--- config.mk ---
export PLATFORM = sky130hd
export DESIGN_NAME = pitch_volume_analyser
export DESIGN_NICKNAME = d
export VERILOG_FILES = /design/src/rtl/analyser_pkg.sv /design/src/rtl/abs_sat.sv /design/src/rtl/pitch_volume_analyser.sv
export SDC_FILE = /design/constraint.sdc
export NUM_CORES = 1
export LEC_CHECK = 0
export ABC_AREA = 1
export BUFFER_PORTS_ARGS = -buffer_cell sky130_fd_sc_hd__buf_2
export CORE_UTILIZATION = 50
export CTS_CLUSTER_SIZE = 12
export DETAILED_ROUTE_END_ITERATION = 8
export PLACE_DENSITY = 0.7
export SLEW_MARGIN = 10
export SYNTH_ARGS = -nofsm -noshare
export SYNTH_HDL_FRONTEND = slang
export SYNTH_HIERARCHICAL = 1
export SYNTH_SLANG_ARGS = --single-unit
export TNS_END_PERCENT = 20
--- constraint.sdc ---
create_clock -name clk_50 -period 6.6 [get_ports clk_50]
set_input_delay 0.66 -clock clk_50 [delete_from_list [all_inputs] [get_ports clk_50]]
set_output_delay 0.66 -clock clk_50 [all_outputs]
set_load 0.01 [all_outputs]
--- src/rtl/analyser_pkg.sv ---
// -----------------------------------------------------------------------------
// analyser_pkg
//   Shared types for the pitch/volume analyser.
//   - pitch_e        : band code reported on the pitch output
//   - classify_pitch : maps a measured period (in samples) onto a pitch band
// -----------------------------------------------------------------------------
package analyser_pkg;

    typedef enum logic [1:0] {
        PITCH_NONE = 2'b00,
        PITCH_LOW  = 2'b10,
        PITCH_MID  = 2'b01,
        PITCH_HIGH = 2'b11
    } pitch_e;

    // Long periods are low notes. A period equal to low_th still counts as MID.
    function automatic pitch_e classify_pitch(input int period,
                                              input int low_th,
                                              input int mid_th);
        if (period > low_th) begin
            return PITCH_LOW;
        end else if (period >= mid_th) begin
            return PITCH_MID;
        end
        return PITCH_HIGH;
    endfunction

endpackage

--- src/rtl/abs_sat.sv ---
// -----------------------------------------------------------------------------
// abs_sat
//   Combinational saturating absolute value of a two's-complement sample.
//   The most-negative code has no positive counterpart, so it maps to the
//   largest positive value instead of wrapping back to itself.
//   Ports:
//     sample_i [SAMPLE_W] : two's-complement input sample
//     abs_o    [SAMPLE_W] : |sample_i|, saturated to 2^(SAMPLE_W-1)-1
// -----------------------------------------------------------------------------
module abs_sat #(
    parameter int SAMPLE_W = 24
) (
    input  logic [SAMPLE_W-1:0] sample_i,
    output logic [SAMPLE_W-1:0] abs_o
);

    localparam logic [SAMPLE_W-1:0] MOST_NEG = {1'b1, {(SAMPLE_W-1){1'b0}}};
    localparam logic [SAMPLE_W-1:0] MOST_POS = {1'b0, {(SAMPLE_W-1){1'b1}}};

    always_comb begin
        if (sample_i == MOST_NEG) begin
            abs_o = MOST_POS;
        end else if (sample_i[SAMPLE_W-1]) begin
            abs_o = -sample_i;
        end else begin
            abs_o = sample_i;
        end
    end

endmodule

--- src/rtl/pitch_volume_analyser.sv ---
// -----------------------------------------------------------------------------
// pitch_volume_analyser
//   Audio front-end analyser for one signed PCM channel.
//   Stage 1 captures the sample offered with read_ready; stage 2 updates the
//   zero-crossing period measurement (with hysteresis) and the windowed peak
//   detector, registering all results. Outputs appear two cycles after the
//   sample was offered and hold between strobes.
//   Ports:
//     clk_50      : system clock, rising edge
//     resetn      : synchronous active-low reset
//     left        : signed sample, valid when read_ready=1
//     read_ready  : sample offered this cycle
//     read        : acknowledge, one cycle after each accepted sample
//     pitch       : band code (none/low/mid/high)
//     pitch_valid : one-cycle strobe when pitch/period update
//     period      : last measured period in samples
//     vol         : last window peak >= VOL_TH
//     peak        : last window peak absolute value
//     peak_valid  : one-cycle strobe when vol/peak update
// -----------------------------------------------------------------------------
module pitch_volume_analyser
    import analyser_pkg::*;
#(
    parameter int                  SAMPLE_W = 24,
    parameter int                  CNT_W    = 15,
    parameter int                  HYST     = 0,
    parameter int                  LOW_TH   = 120,
    parameter int                  MID_TH   = 60,
    parameter logic [SAMPLE_W-1:0] VOL_TH   = 24'h00FFFF,
    parameter int                  WIN_LEN  = 800
) (
    input  logic                       clk_50,
    input  logic                       resetn,
    input  logic signed [SAMPLE_W-1:0] left,
    input  logic                       read_ready,
    output logic                       read,
    output logic [1:0]                 pitch,
    output logic                       pitch_valid,
    output logic [CNT_W-1:0]           period,
    output logic                       vol,
    output logic [SAMPLE_W-1:0]        peak,
    output logic                       peak_valid
);

    localparam int               WIN_W    = (WIN_LEN > 2) ? $clog2(WIN_LEN) : 1;
    localparam logic [CNT_W-1:0] CNT_MAX  = '1;
    localparam logic [WIN_W-1:0] WIN_LAST = WIN_W'(WIN_LEN - 1);

    // Capture stage
    logic signed [SAMPLE_W-1:0] left_q;
    logic                       valid_q;

    // Period path
    logic             pos_q, pos_d;
    logic             armed_q, armed_d;
    logic [CNT_W-1:0] cnt_q, cnt_d;
    logic [CNT_W-1:0] period_q, period_d;
    pitch_e           pitch_q, pitch_d;
    logic             pitch_valid_q, pitch_valid_d;

    // Volume path
    logic [SAMPLE_W-1:0] abs_s;
    logic [SAMPLE_W-1:0] win_max;
    logic [SAMPLE_W-1:0] acc_q, acc_d;
    logic [SAMPLE_W-1:0] peak_q, peak_d;
    logic [WIN_W-1:0]    win_q, win_d;
    logic                vol_q, vol_d;
    logic                peak_valid_q, peak_valid_d;

    logic pos_set;
    logic pos_clr;

    abs_sat #(.SAMPLE_W(SAMPLE_W)) u_abs_sat (
        .sample_i (left_q),
        .abs_o    (abs_s)
    );

    // Hysteresis band: at or above +HYST is positive, at or below -HYST-1 is
    // negative, anything in between keeps the previous polarity.
    assign pos_set = (int'(left_q) >= HYST);
    assign pos_clr = (int'(left_q) <= -HYST - 1);

    // Peak including the sample being processed, so the window's last sample
    // takes part in its own window.
    assign win_max = (abs_s > acc_q) ? abs_s : acc_q;

    // NOTE: every variable driven here gets a default first, so no path can
    // leave it unassigned and infer a latch; the strobes default to 0.
    always_comb begin
        pos_d         = pos_q;
        armed_d       = armed_q;
        cnt_d         = cnt_q;
        period_d      = period_q;
        pitch_d       = pitch_q;
        pitch_valid_d = 1'b0;
        acc_d         = acc_q;
        win_d         = win_q;
        peak_d        = peak_q;
        vol_d         = vol_q;
        peak_valid_d  = 1'b0;

        if (valid_q) begin
            if (pos_set) begin
                pos_d = 1'b1;
            end else if (pos_clr) begin
                pos_d = 1'b0;
            end

            if (!pos_q && pos_set) begin
                // Rising crossing; it takes precedence over a coincident timeout.
                cnt_d   = CNT_W'(1);
                armed_d = 1'b1;
                if (armed_q) begin
                    period_d      = cnt_q;
                    pitch_d       = classify_pitch(int'(cnt_q), LOW_TH, MID_TH);
                    pitch_valid_d = 1'b1;
                end
            end else if (cnt_q != CNT_MAX) begin
                cnt_d = cnt_q + CNT_W'(1);
                // Report the timeout only on the sample that reaches saturation;
                // once saturated the counter sticks and stays silent.
                if (cnt_q == CNT_MAX - CNT_W'(1)) begin
                    period_d      = CNT_MAX;
                    pitch_d       = PITCH_NONE;
                    pitch_valid_d = 1'b1;
                    armed_d       = 1'b0;
                end
            end

            if (win_q == WIN_LAST) begin
                peak_d       = win_max;
                vol_d        = (win_max >= VOL_TH);
                peak_valid_d = 1'b1;
                acc_d        = '0;
                win_d        = '0;
            end else begin
                acc_d = win_max;
                win_d = win_q + WIN_W'(1);
            end
        end
    end

    // NOTE: state registers use non-blocking assignments so every register
    // samples its next value from the same pre-edge state.
    always_ff @(posedge clk_50) begin
        if (!resetn) begin
            left_q        <= '0;
            valid_q       <= 1'b0;
            pos_q         <= 1'b0;
            armed_q       <= 1'b0;
            cnt_q         <= '0;
            period_q      <= '0;
            pitch_q       <= PITCH_NONE;
            pitch_valid_q <= 1'b0;
            acc_q         <= '0;
            win_q         <= '0;
            peak_q        <= '0;
            vol_q         <= 1'b0;
            peak_valid_q  <= 1'b0;
        end else begin
            valid_q <= read_ready;
            if (read_ready) begin
                left_q <= left;
            end
            pos_q         <= pos_d;
            armed_q       <= armed_d;
            cnt_q         <= cnt_d;
            period_q      <= period_d;
            pitch_q       <= pitch_d;
            pitch_valid_q <= pitch_valid_d;
            acc_q         <= acc_d;
            win_q         <= win_d;
            peak_q        <= peak_d;
            vol_q         <= vol_d;
            peak_valid_q  <= peak_valid_d;
        end
    end

    assign read        = valid_q;
    assign pitch       = pitch_q;
    assign pitch_valid = pitch_valid_q;
    assign period      = period_q;
    assign vol         = vol_q;
    assign peak        = peak_q;
    assign peak_valid  = peak_valid_q;

endmodule
Word level (Yosys, flattened, before mapping) --
Index checks and enable logic that the tools add are counted.
Storage, ports and cells: register bits after elaboration 120, input port bits 27, output and inout port bits 45, word-level logic and storage cells 71
Operators by class: add/subtract/negate cells 3, magnitude comparators 6, equal/unequal tests 5, muxes and demuxes 33, reduce and logical (&&, ||, !) cells 11
Operators with widths (number):
- 24-bit 2-to-1 mux | 4
- 15-bit 2-to-1 mux | 6
- 24-bit == test, second input constant | 1
- 24-bit by 1-bit >= comparator with 1-bit output, second input constant | 1
- 24-bit by 16-bit >= comparator with 1-bit output, second input constant | 1
- 24-bit greater-than comparator | 1
- 24-bit by 1-bit <= comparator with 1-bit output, second input constant | 1
- 24-bit negation | 1
- 15-bit by 1-bit adder with 15-bit output, second input constant | 1
- 15-bit == test, second input constant | 1
- 15-bit by 6-bit >= comparator with 1-bit output, second input constant | 1
- 15-bit by 7-bit greater-than comparator with 1-bit output, second input constant | 1
- 1-bit 2-to-1 mux | 15
- 15-bit inequality test, second input constant | 1
- 2-bit 2-to-1 mux | 7
- 10-bit by 1-bit adder with 10-bit output, second input constant | 1
- 10-bit == test, second input constant | 1
- 10-bit 2-to-1 mux | 1
- 2-bit AND reduction | 4
- 2-bit nonzero test | 3
- 4-bit AND reduction | 1
- 3-bit AND reduction | 1
- 2-bit inequality test, second input constant | 1
- 1-bit logical AND | 1
- 1-bit zero test | 1

Depth between registers and ports, before layout --
Gate-level depths: netlist of run 1.
depth in word-level cells 9, mapped depth 31, gate-level depth less buffers 29

Hierarchy --
Netlist of run 1, hierarchy kept.
By module, submodules not included:
- pitch_volume_analyser | instances 1, cells each 748, area each 5477.8 sq um, sequential area each 2402.3 sq um
- abs_sat | instances 1, cells each 167, area each 842.1 sq um, sequential area each 0.0 sq um

Least setup slack after synthesis of run 1 --
No wires, ideal clock.
kind register to register, start point register left_q[0], end point register vol_q, in the netlist vol, setup time 0.112 ns, arrival 2.672 ns, required time 6.488 ns, slack 3.816 ns, stages on the path, launching flop included 27, buffers on the path 2, period minus slack after synthesis 2.784 ns, path through dfxtp_1 inv_2 ha_1 nand2_2 nor2_4 nand3_2 inv_2 nand2_4 buf_6 nand3_2 ha_1 nand2_1 nor2_1 nand4_1 nor2_2 nand2_1 nand3_2 nand2_4 buf_6 nand2_1 nand2_1 nor2_1 nand2_1 nor2_1 nand2_1 nand2_1 nand2_1
Between the ends: word-level cells in the longest chain between the ends 6, elaborated cells on any way between the ends 7, classes of those cells add/sub (1); order compare (2); eq/ne (1); mux (3)
RTL lines:
- start: declaration | RTL line pitch_volume_analyser.sv:50 | logic signed [SAMPLE_W-1:0] left_q;
- start signal: assignment | RTL line pitch_volume_analyser.sv:163 | left_q <= left;
- 24-bit negation | RTL line abs_sat.sv:24 | abs_o = -sample_i;
- 24-bit 2-to-1 mux | RTL line abs_sat.sv:23 | end else if (sample_i[SAMPLE_W-1]) begin
- 24-bit 2-to-1 mux (*) | RTL line abs_sat.sv:21 | if (sample_i == MOST_NEG) begin
- via abs_s[15] | RTL line pitch_volume_analyser.sv:62 | logic [SAMPLE_W-1:0] abs_s;
- 24-bit greater-than comparator | RTL line pitch_volume_analyser.sv:85 | assign win_max = (abs_s > acc_q) ? abs_s : acc_q;
- 24-bit 2-to-1 mux (*) | RTL line pitch_volume_analyser.sv:85
- 24-bit by 16-bit >= comparator with 1-bit output (*) | RTL line pitch_volume_analyser.sv:132 | vol_d = (win_max >= VOL_TH);
- end signal: assignment | RTL line pitch_volume_analyser.sv:174 | vol_q <= vol_d;
- end: declaration | RTL line pitch_volume_analyser.sv:67 | logic vol_q, vol_d;
Mark *: on every way through the listed nets, which the timed path passes. The rest lies on a longest branch. A chain may end at the register's enable or synchronous reset.

Worst setup path in the final report of run 1 --
start point register left_q[23], end point register vol_q, in the netlist vol
Same word-level chain as after synthesis.

==> qor.yml, run 1 <==
outcome:
  outcome: "complete, no violations"
logic_synthesis:
  syn_area_um2: 6320
  ys_warn_count: 6
  syn_inst: 915
  yosysSeqAreaShare_pct: 38.0
  ys_dominant_reg_cell: "dfxtp_1"
  ys_async_sr_fraction_pct: 0
  syn_nets: 971
  yosysUniqueCellTypes: 39
  synth_edf_count: 0
  ys_seq_elements: 120
  syn_area_per_cell_um2: 6.91
critical_path:
  path_max_fanout: 30
  crit_slowest_cell: "dfxtp_1"
  cp.arrival_ns: 4.31
  crit_chain: "nand2_1 -> nor2_2 -> nand2_4 -> nand2_1 -> nor2_1 -> ha_1 -> nand2_1 -> nor2_1 -> nand2_1 -> nor2_2 -> nand3_2 -> nand2_4 -> o21ai_0 -> nor2_1 -> nand2_1 -> nor2_1 -> nand2_1 -> nand2_1 -> nand2_1 -> nand2_1"
  cpMostUsedCell: "nand2_1"
  cp.depth: 20
  path_buf_inv: 0
  crit_type: "reg -> reg"
  rr_worst_depth: 20
  max_stage_delay_ns: 0.92
  endpoint_kind: "flip-flop"
  cp.required_ns: 6.97
  cp_top_family: "simple AND/OR/NAND/NOR gates"
  crit_path_start_kind: "flip-flop"
floorplan:
  coreArea_um2: 12200
  die_w_um: 114
  rows: 40
  io_pins: 72
  die_y_um: 114
  start_util_pct: 52.0
  dieArea_um2: 13100
grt:
  grt_pass1_wl_um: 24800
  antenna_found_initial: 0
  overflow: 0
  grt_util_all_layers_pct: 24.1
  grt_max_degree: 44
  first_global_vias: 5255
clock_tree:
  cts_sinks: 120
  htree_levels: 4
  cts_setup_buffers: 0
  root_buffer: "clkbuf_16"
  cts_inserted_buffers: 17
  clkLatencyLatePin_ns: 0.43
  cts_tree: "done"
  clk_pin_slew_worst_paths_ns: 0.05
  hold_buffers: 0
  clockBufferDepth: 2
  cts_resized: 0
routing:
  viasPerCell: 5.07
  dr.pass1.iters: 5
  ant_nets: 0
  vias: 5828
  wire_per_inst_um: 12.7
  drt_iter0_drc: 301
  wl_um: 14600
  route.detailed.drc: 0
cells_and_area:
  diodes: 0
  final.fill_count: 1187
  drive_gt1_share_pct: 14.8
  area_growth_pct: 15.4
  nets: 1027
  design_area_um2: 7290
power_and_ir_drop:
  cellPowerDensity_nw_per_um2: 288
  cellLeakagePower_nw: 3.31
  finalPower_mw: 2.10
  vdd_drop_max_v: 0.000165
timing:
  fin_tns_setup_ns: 0
  finalSetupViolCount: 0
  period_needed_ns: 3.94
  setup_ws_ns: 2.66
  fin_worst_skew_ns: 0.00960
  max_freq_ghz: 0.254
  maxSlewViolCount: 0
  relSlewSlack_pct: 37.7
  tightestPinTransition_ns: 0.931
  rsz0062_at_grt: "no"
  hold_violations: 0
  fin_crit_sh_pct: 59.7
placed_design:
  gp_congestion: 0.931
  placed_cell_area_um2: 6720
  dp_slack_ns: 2.71
  post-dp-hpwl_um: 10500
  io_buffers: 71
job:
  cap_violations: 0
worst_hold_path:
  min_path_cells: 3
  hold_path_class: "in -> reg"
[routing by layer]
| layer | track usage [%] | part of all wire [%] |
|---|---|---|
| met1 | 34.6 | 53 |
| met2 | 34.5 | 40 |
| met3 | 5.82 | 5.2 |
| met4 | 9.26 | 1.6 |
| met5 | 0 | 0 |
[power breakdown]
group | internal (mW) | switching [mW] | leakage [nW]
clock | 0.570 | 0.324 | 0.279
combinational | 0.140 | 0.281 | 2.06
sequential | 0.757 | 0.0269 | 0.977
total | 1.47 | 0.632 | 3.31
[sequential cells by signal, indices dropped and copies added, names as in the netlist]
name	flops
acc_q	24
armed_q	1
cnt_q	15
left_q	24
peak	24
peak_valid	1
period	15
pitch	2
pitch_valid	1
pos_q	1
read	1
vol	1
win_q	10
[area by class of cell]
cell class              count  area, um2  area share [%]
clock inverters             7       67.6           0.927
flip-flops and latches    120       2400            32.9
well taps                 168        210            2.88
multi-input cells         662       3370            46.2
inverters                  96        360            4.94
repair buffers             74        378            5.18
clock buffers              23        508            6.97
[cell usage in the layout, fill, tap and decap left out, types with 2 or more instances in the layout]
master,count
a211oi_1,2
a21oi_1,60
a22o_1,8
a31oi_1,13
buf_2,71
buf_4,3
clkbuf_16,17
clkbuf_8,6
clkinv_2,3
clkinvlp_4,3
dfxtp_1,120
ha_1,29
inv_1,81
inv_2,14
nand2_1,223
nand2_2,4
nand2_4,2
nand3_1,52
nand3_2,12
nand3b_1,13
nand4_1,8
nor2_1,122
nor2_2,5
nor3_1,8
nor3b_1,2
nor4_1,3
o21ai_0,66
o21ai_1,8
xor2_1,11
[worst register-to-register path: stages, from the launching register on]
cell	delay (ns)
dfxtp_1	0.92
nand2_1	0.19
nor2_2	0.19
nand2_4	0.20
nand2_1	0.11
nor2_1	0.06
ha_1	0.31
nand2_1	0.07
nor2_1	0.13
nand2_1	0.10
nor2_2	0.16
nand3_2	0.36
nand2_4	0.41
o21ai_0	0.20
nor2_1	0.12
nand2_1	0.06
nor2_1	0.08
nand2_1	0.06
nand2_1	0.05
nand2_1	0.04
nand2_1	0.07
[Yosys cell counts (8+ instances only)]
library cell | count | area share [%]
a31oi_1 | 13 | 1.3
nand4_1 | 8 | 0.79
inv_1 | 81 | 4.8
ha_1 | 29 | 5.7
nor3_1 | 8 | 0.63
nand2_1 | 223 | 13
nand3b_1 | 13 | 1.5
dfxtp_1 | 120 | 38
clkbuf_1 | 18 | 1.1
buf_2 | 12 | 0.95
nand3_2 | 12 | 1.9
a22o_1 | 8 | 1.1
a21oi_1 | 60 | 4.8
nor2_1 | 122 | 7.2
o21ai_1 | 8 | 0.63
nand3_1 | 52 | 4.1
o21ai_0 | 66 | 5.2
xor2_1 | 11 | 1.5
inv_2 | 14 | 0.83
[logic make-up after synthesis]
group | synth area share (%)
simple gates | 31.7
compound gates | 14.2
buf+inv | 8.73
flops | 38.0
fa+ha+maj | 5.74
xor+xnor | 1.66
[per-stage QoR]
| step | std cells | hold slack (ns) | utilization (%) |
|---|---|---|---|
| finish | 1150 | 0.448 | 60.0 |
| floorplan | 915 | 0.443 | - |
| global route | 1150 | 0.452 | 60.0 |
| global placement | 1120 | 0.441 | 55.2 |
| CTS | 1150 | 0.446 | 60.0 |
| detailed placement | 1120 | 0.442 | 55.2 |
[worst paths after layout]
kind	from	end	slack (ns)
max	left_q[23]	vol	2.66
min	left[20]	left_q[20]	0.45
min reg2reg	peak[2]	peak[2]	0.45
max reg2reg	left_q[23]	vol	2.66
Power figures use the tool's default switching activity.
==> run 2, diff against run 1 <==
PLACE_DENSITY = 0.73   (was 0.7)
clock period = 3.4 ns   (was 6.6 ns; I/O delays follow)
==> run 2 against run 1 <==
Against the previous run: die area did not move; non-clock buffer count is 24 higher; worst hold slack worse by 0.31 ns; register-to-register slack worse by 2.6 ns; power rose by 99%; core utilization increased by 3.9 points; sequential cell count did not move.
==> qor.yml, run 2 (same netlist as run 1, synthesis figures left out) <==
routing:
  drt_iter0_drc: 531
  wire_per_inst_um: 13.7
  ant_nets: 0
  route.detailed.drc: 0
  wl_um: 16200
  dr.pass1.iters: 5
  viasPerCell: 5.26
  vias: 6205
floorplan:
  start_util_pct: 52.0
  rows: 40
  coreArea_um2: 12200
  io_pins: 72
  die_w_um: 114
  die_y_um: 114
  dieArea_um2: 13100
outcome:
  outcome: "complete, no violations"
power_and_ir_drop:
  p_sw_mw: 1.33
  p_seq_share_pct: 36.3
  finalPower_mw: 4.19
  pwr-share-comb_pct: 25.0
  swShare_pct: 31.7
  pwr-share-clk_pct: 38.6
  cellPowerDensity_nw_per_um2: 539
  p_int_mw: 2.86
  vdd_drop_max_v: 0.000323
  cellLeakagePower_nw: 3.50
grt:
  grt_max_degree: 43
  first_global_vias: 5280
  overflow: 0
  grt_pass1_wl_um: 24900
  grt_util_all_layers_pct: 24.1
  antenna_found_initial: 0
cells_and_area:
  most-common-layout-cells: "nand2_1 (206), dfxtp_1 (114), nor2_1 (111)"
  final_common_cell: "nand2_1"
  seq_area_um2: 2410
  drive_gt1_share_pct: 21.5
  final.fill_count: 1084
  nets: 1055
  area_growth_pct: 22.9
  diodes: 0
  multi_input_area_um2: 3640
  final_util_pct: 63.9
  design_area_um2: 7770
placed_design:
  gp_congestion: 0.927
  io_buffers: 71
  dp_slack_ns: 0.139
  placed_cell_area_um2: 6810
  post-dp-hpwl_um: 10600
critical_path:
  cpMostUsedCell: "nand2_1"
  path_buf_inv: 2
  crit_path_start_kind: "flip-flop"
  crit_slowest_cell: "dfxtp_1"
  cp.required_ns: 3.71
  crit_type: "reg -> reg"
  path_max_fanout: 8
  cp_top_family: "simple AND/OR/NAND/NOR gates"
  endpoint_kind: "flip-flop"
  cp.arrival_ns: 3.68
  max_stage_delay_ns: 0.36
timing:
  maxSlewViolCount: 0
  period_needed_ns: 3.36
  fin_crit_sh_pct: 98.9
  finalSetupViolCount: 0
  max_freq_ghz: 0.297
  tightestPinTransition_ns: 0.741
  rsz0062_at_grt: "yes"
  fin_tns_setup_ns: 0
  fin_worst_skew_ns: 0.00446
  hold_violations: 0
  relSlewSlack_pct: 50.1
  setup_ws_ns: 0.0365
clock_tree:
  cts_inserted_buffers: 17
  clkLatencyLatePin_ns: 0.42
  hold_buffers: 0
  root_buffer: "clkbuf_16"
  cts_sinks: 120
  clk_pin_slew_worst_paths_ns: 0.06
  cts_tree: "done"
  clockBufferDepth: 2
  htree_levels: 4
job:
  cap_violations: 0
worst_hold_path:
  hold_path_class: "in -> reg"
## run 2: cell types whose count changed in the layout (fill, tap and decap cells not counted), moves of 4 or more
cell / before / now
nor2_1: 122 / 111
a21oi_2: 0 / 4
buf_6: 0 / 4
nand2_1: 223 / 206
ha_4: 0 / 4
dfxtp_2: 0 / 6
nand2_2: 4 / 20
a21oi_1: 60 / 56
buf_4: 3 / 20
dfxtp_1: 120 / 114
nand2_8: 0 / 4
ha_1: 29 / 25
nor2_2: 5 / 13
## run 2: routing by layer
layer	GRT usage [%]	share of wire (%)	vias to the layer above
met4	8.66	1.3	0
li1	-	-	3155
met1	33.7	48	2798
met3	5.35	6.7	18
met5	0	0	-
met2	36.4	44	234
## run 2: path summary, 6_finish.rpt
path                  start         to  slack [ns]  depth (start not counted)
hold reg to reg     peak[9]    peak[9]        0.45                          2
hold / removal      left[8]  left_q[8]        0.14                          3
setup reg to reg  left_q[4]        vol        0.04                         25
setup / recovery  left_q[4]        vol        0.04                         25
## run 2: per-stage QoR
| step | hold slack (ns) | instances |
|---|---|---|
| 2_1_floorplan | 0.443 | 915 |
| 3_3_place_gp | 0.435 | 1131 |
| 3_5_place_dp | 0.442 | 1131 |
| 4_1_cts | 0.132 | 1162 |
| 5_1_grt | 0.144 | 1179 |
| 6_report | 0.140 | 1179 |
## run 2: tightest hold or removal path: cells and delay by family
| family | cells | cell delay, ns |
|---|---|---|
| AND/OR/NAND/NOR | 2 | 0.11 |
| buffers and inverters | 1 | 0.07 |
## run 2: final cells by class
cell class	instances	area share, %
tap	168	2.71
timing repair buffer	98	7.86
sequential	120	31.0
multi-input combinational	666	46.8
inverter	96	4.70
clock inverter	8	0.612
clock buffer	23	6.28
## run 2: timing repair
action	in CTS	in global routing
setup endpoints to repair	0	6
gates resized for setup	0	66
buffers inserted	0	12
## run 2: power by group through the flow
stage	Sequential (mW)	Clock [mW]	Combinational [mW]
4_1_cts	1.52	1.64	0.853
3_5_place_dp	1.55	0	0.848
3_3_place_gp	1.54	0	0.837
6_report	1.52	1.62	1.05
5_1_grt	1.53	1.70	1.17
2_1_floorplan	1.54	0	0.648
==> run 3, diff against run 2 <==
CELL_PAD_IN_SITES_DETAIL_PLACEMENT = 1   (was default)
CELL_PAD_IN_SITES_GLOBAL_PLACEMENT = 1   (was default)
CORE_UTILIZATION = 38   (was 50)
PLACE_DENSITY = 0.76   (was 0.73)
==> run 3 against run 2 <==
Against the previous run: the run now ends with negative setup slack left; critical endpoint unchanged; register-to-register slack got worse by 0.07 ns; core utilization shrank 14 points; combinational power rose by 14%; clock-buffer cell count is 5 lower; non-clock buffer count up 14; final area rose by 3.9%; critical path depth is the same; wire length increased by 25%; critical path type unchanged; global-route usage shrank 1.6 points.
==> qor.yml, run 3 (same netlist as run 1, synthesis figures left out) <==
cells_and_area:
  area_growth_pct: 27.7
  nets: 1067
  design_area_um2: 8070
  final.fill_count: 2066
  most-common-layout-cells: "nand2_1 (202), nor2_1 (115), dfxtp_1 (112)"
  final_common_cell: "nand2_1"
  final_util_pct: 50.3
  drive_gt1_share_pct: 22.8
  final_cells: 1240
  diodes: 0
critical_path:
  crit_type: "reg -> reg"
  cp-startpoint: "left_q[14]"
  reg2reg_from: "left_q[14]"
  cp.arrival_ns: 3.81
  crit_path_start_kind: "flip-flop"
  path_max_fanout: 12
  critPathCapture: "vol"
  r2r_end: "vol"
  cp.required_ns: 3.78
  r2r_slack_ns: -0.03
  rr_worst_depth: 25
  endpoint_kind: "flip-flop"
routing:
  ant_nets: 0
  route.detailed.drc: 0
  vias: 6466
  dr.pass1.iters: 5
  drt_iter0_drc: 351
  wl_um: 20300
  wire_per_inst_um: 16.3
  viasPerCell: 5.21
timing:
  fin_worst_skew_ns: 0.00820
  rsz0062_at_grt: "yes"
  fin_crit_sh_pct: 101
  relSlewSlack_pct: 47.2
  period_needed_ns: 3.43
  tightestPinTransition_ns: 0.785
  setup_ws_ns: -0.0306
  finalSetupViolCount: 1
  max_freq_ghz: 0.291
  hold_violations: 0
  maxSlewViolCount: 0
placed_design:
  gp_congestion: 0.856
  post-dp-hpwl_um: 13300
  io_buffers: 71
  placed_cell_area_um2: 6900
  place_inst: 1181
clock_tree:
  clockBufferDepth: 2
  cts_sinks: 120
  cts_inserted_buffers: 17
  clk_pin_slew_worst_paths_ns: 0.06
  root_buffer: "clkbuf_16"
  htree_levels: 4
  clkLatencyLatePin_ns: 0.43
  cts_tree: "done"
  hold_buffers: 0
grt:
  first_global_vias: 5968
  overflow: 0
  grt_util_all_layers_pct: 22.4
  grt_max_degree: 44
  grt_pass1_wl_um: 29800
  antenna_found_initial: 0
power_and_ir_drop:
  vdd_drop_max_v: 0.000343
  cellLeakagePower_nw: 3.58
  finalPower_mw: 4.50
  cellPowerDensity_nw_per_um2: 557
outcome:
  violations: "negative setup slack"
  outcome: "complete, but fails checks"
job:
  cap_violations: 0
floorplan:
  dieArea_um2: 17200
  die_w_um: 131
  start_util_pct: 39.4
  die_y_um: 131
  coreArea_um2: 16100
  io_pins: 72
  rows: 46
worst_hold_path:
  hold_path_class: "in -> reg"
==> run 3: worst min-delay path by stage <==
| stage | from | to | slack (ns) | cells past startpoint |
|---|---|---|---|---|
| floorplan | left_q[23] | pos_q | 0.44 | 1 |
| global placement | peak[9] | peak[9] | 0.44 | 2 |
| detailed placement | peak[15] | peak[15] | 0.44 | 2 |
| CTS | left[12] | left_q[12] | 0.13 | 3 |
| global route | left[14] | left_q[14] | 0.13 | 3 |
| finish | left[12] | left_q[12] | 0.13 | 3 |
==> run 3: power by group <==
group / switching (mW) / internal (mW)
Sequential: 0.0513 / 1.47
Combinational: 0.738 / 0.460
Clock: 0.698 / 1.08
==> run 3: final cells by class <==
class / count / area [um2] / share of cell area, %
clock inverter: 14 / 149 / 1.84
clock buffer: 18 / 429 / 5.32
timing repair buffer: 112 / 832 / 10.3
tap: 216 / 270 / 3.35
sequential: 120 / 2410 / 29.9
multi-input combinational: 664 / 3620 / 44.8
inverter: 96 / 363 / 4.49
==> run 3: stage by stage <==
step	setup slack (ns)	hold WS, ns	TNS (ns)
floorplan	0.616	0.443	0
global placement	0.0112	0.435	0
detailed placement	-0.0190	0.442	-0.0190
CTS	0.00510	0.127	0
global route	-0.267	0.131	-0.686
finish	-0.0306	0.135	-0.0306
==> run 3: repair_timing <==
item / in CTS / in global routing
endpoints found under the hold margin: 0 / 0
cloned: 0 / 8
resized for setup: 3 / 67
pin swaps: 0 / 24
setup endpoints to repair: 1 / 28
buffers inserted: 0 / 19
==> run 3: per-layer routing <==
layer  up-vias  wire length [um]  part of all wire (%)  global-route usage [%]
li1       3181                 -                     -                       -
met1      3080              9530                    47                    30.7
met2       163              9480                    47                    35.6
met3        42               782                   3.9                    4.80
met4         0               464                   2.3                    6.02
met5         -                 0                     0                       0
==> run 3: critical path, cell delays in order (launching register included) <==
cell,delay [ns]
dfxtp_1,0.47
inv_2,0.09
nand2_1,0.11
nor2_2,0.07
nand3_2,0.10
inv_2,0.07
nand2_8,0.10
buf_12,0.14
nand3_2,0.12
ha_1,0.32
nand2_2,0.07
nor2_4,0.10
nand4_1,0.20
nor2_4,0.16
buf_4,0.12
nand3_4,0.16
clkbuf_16,0.22
nand3b_1,0.13
nand2_2,0.09
nor2_1,0.11
nand2_1,0.07
nor2_2,0.12
nand2_1,0.08
nand2_1,0.05
nand2_1,0.04
nand2_1,0.05
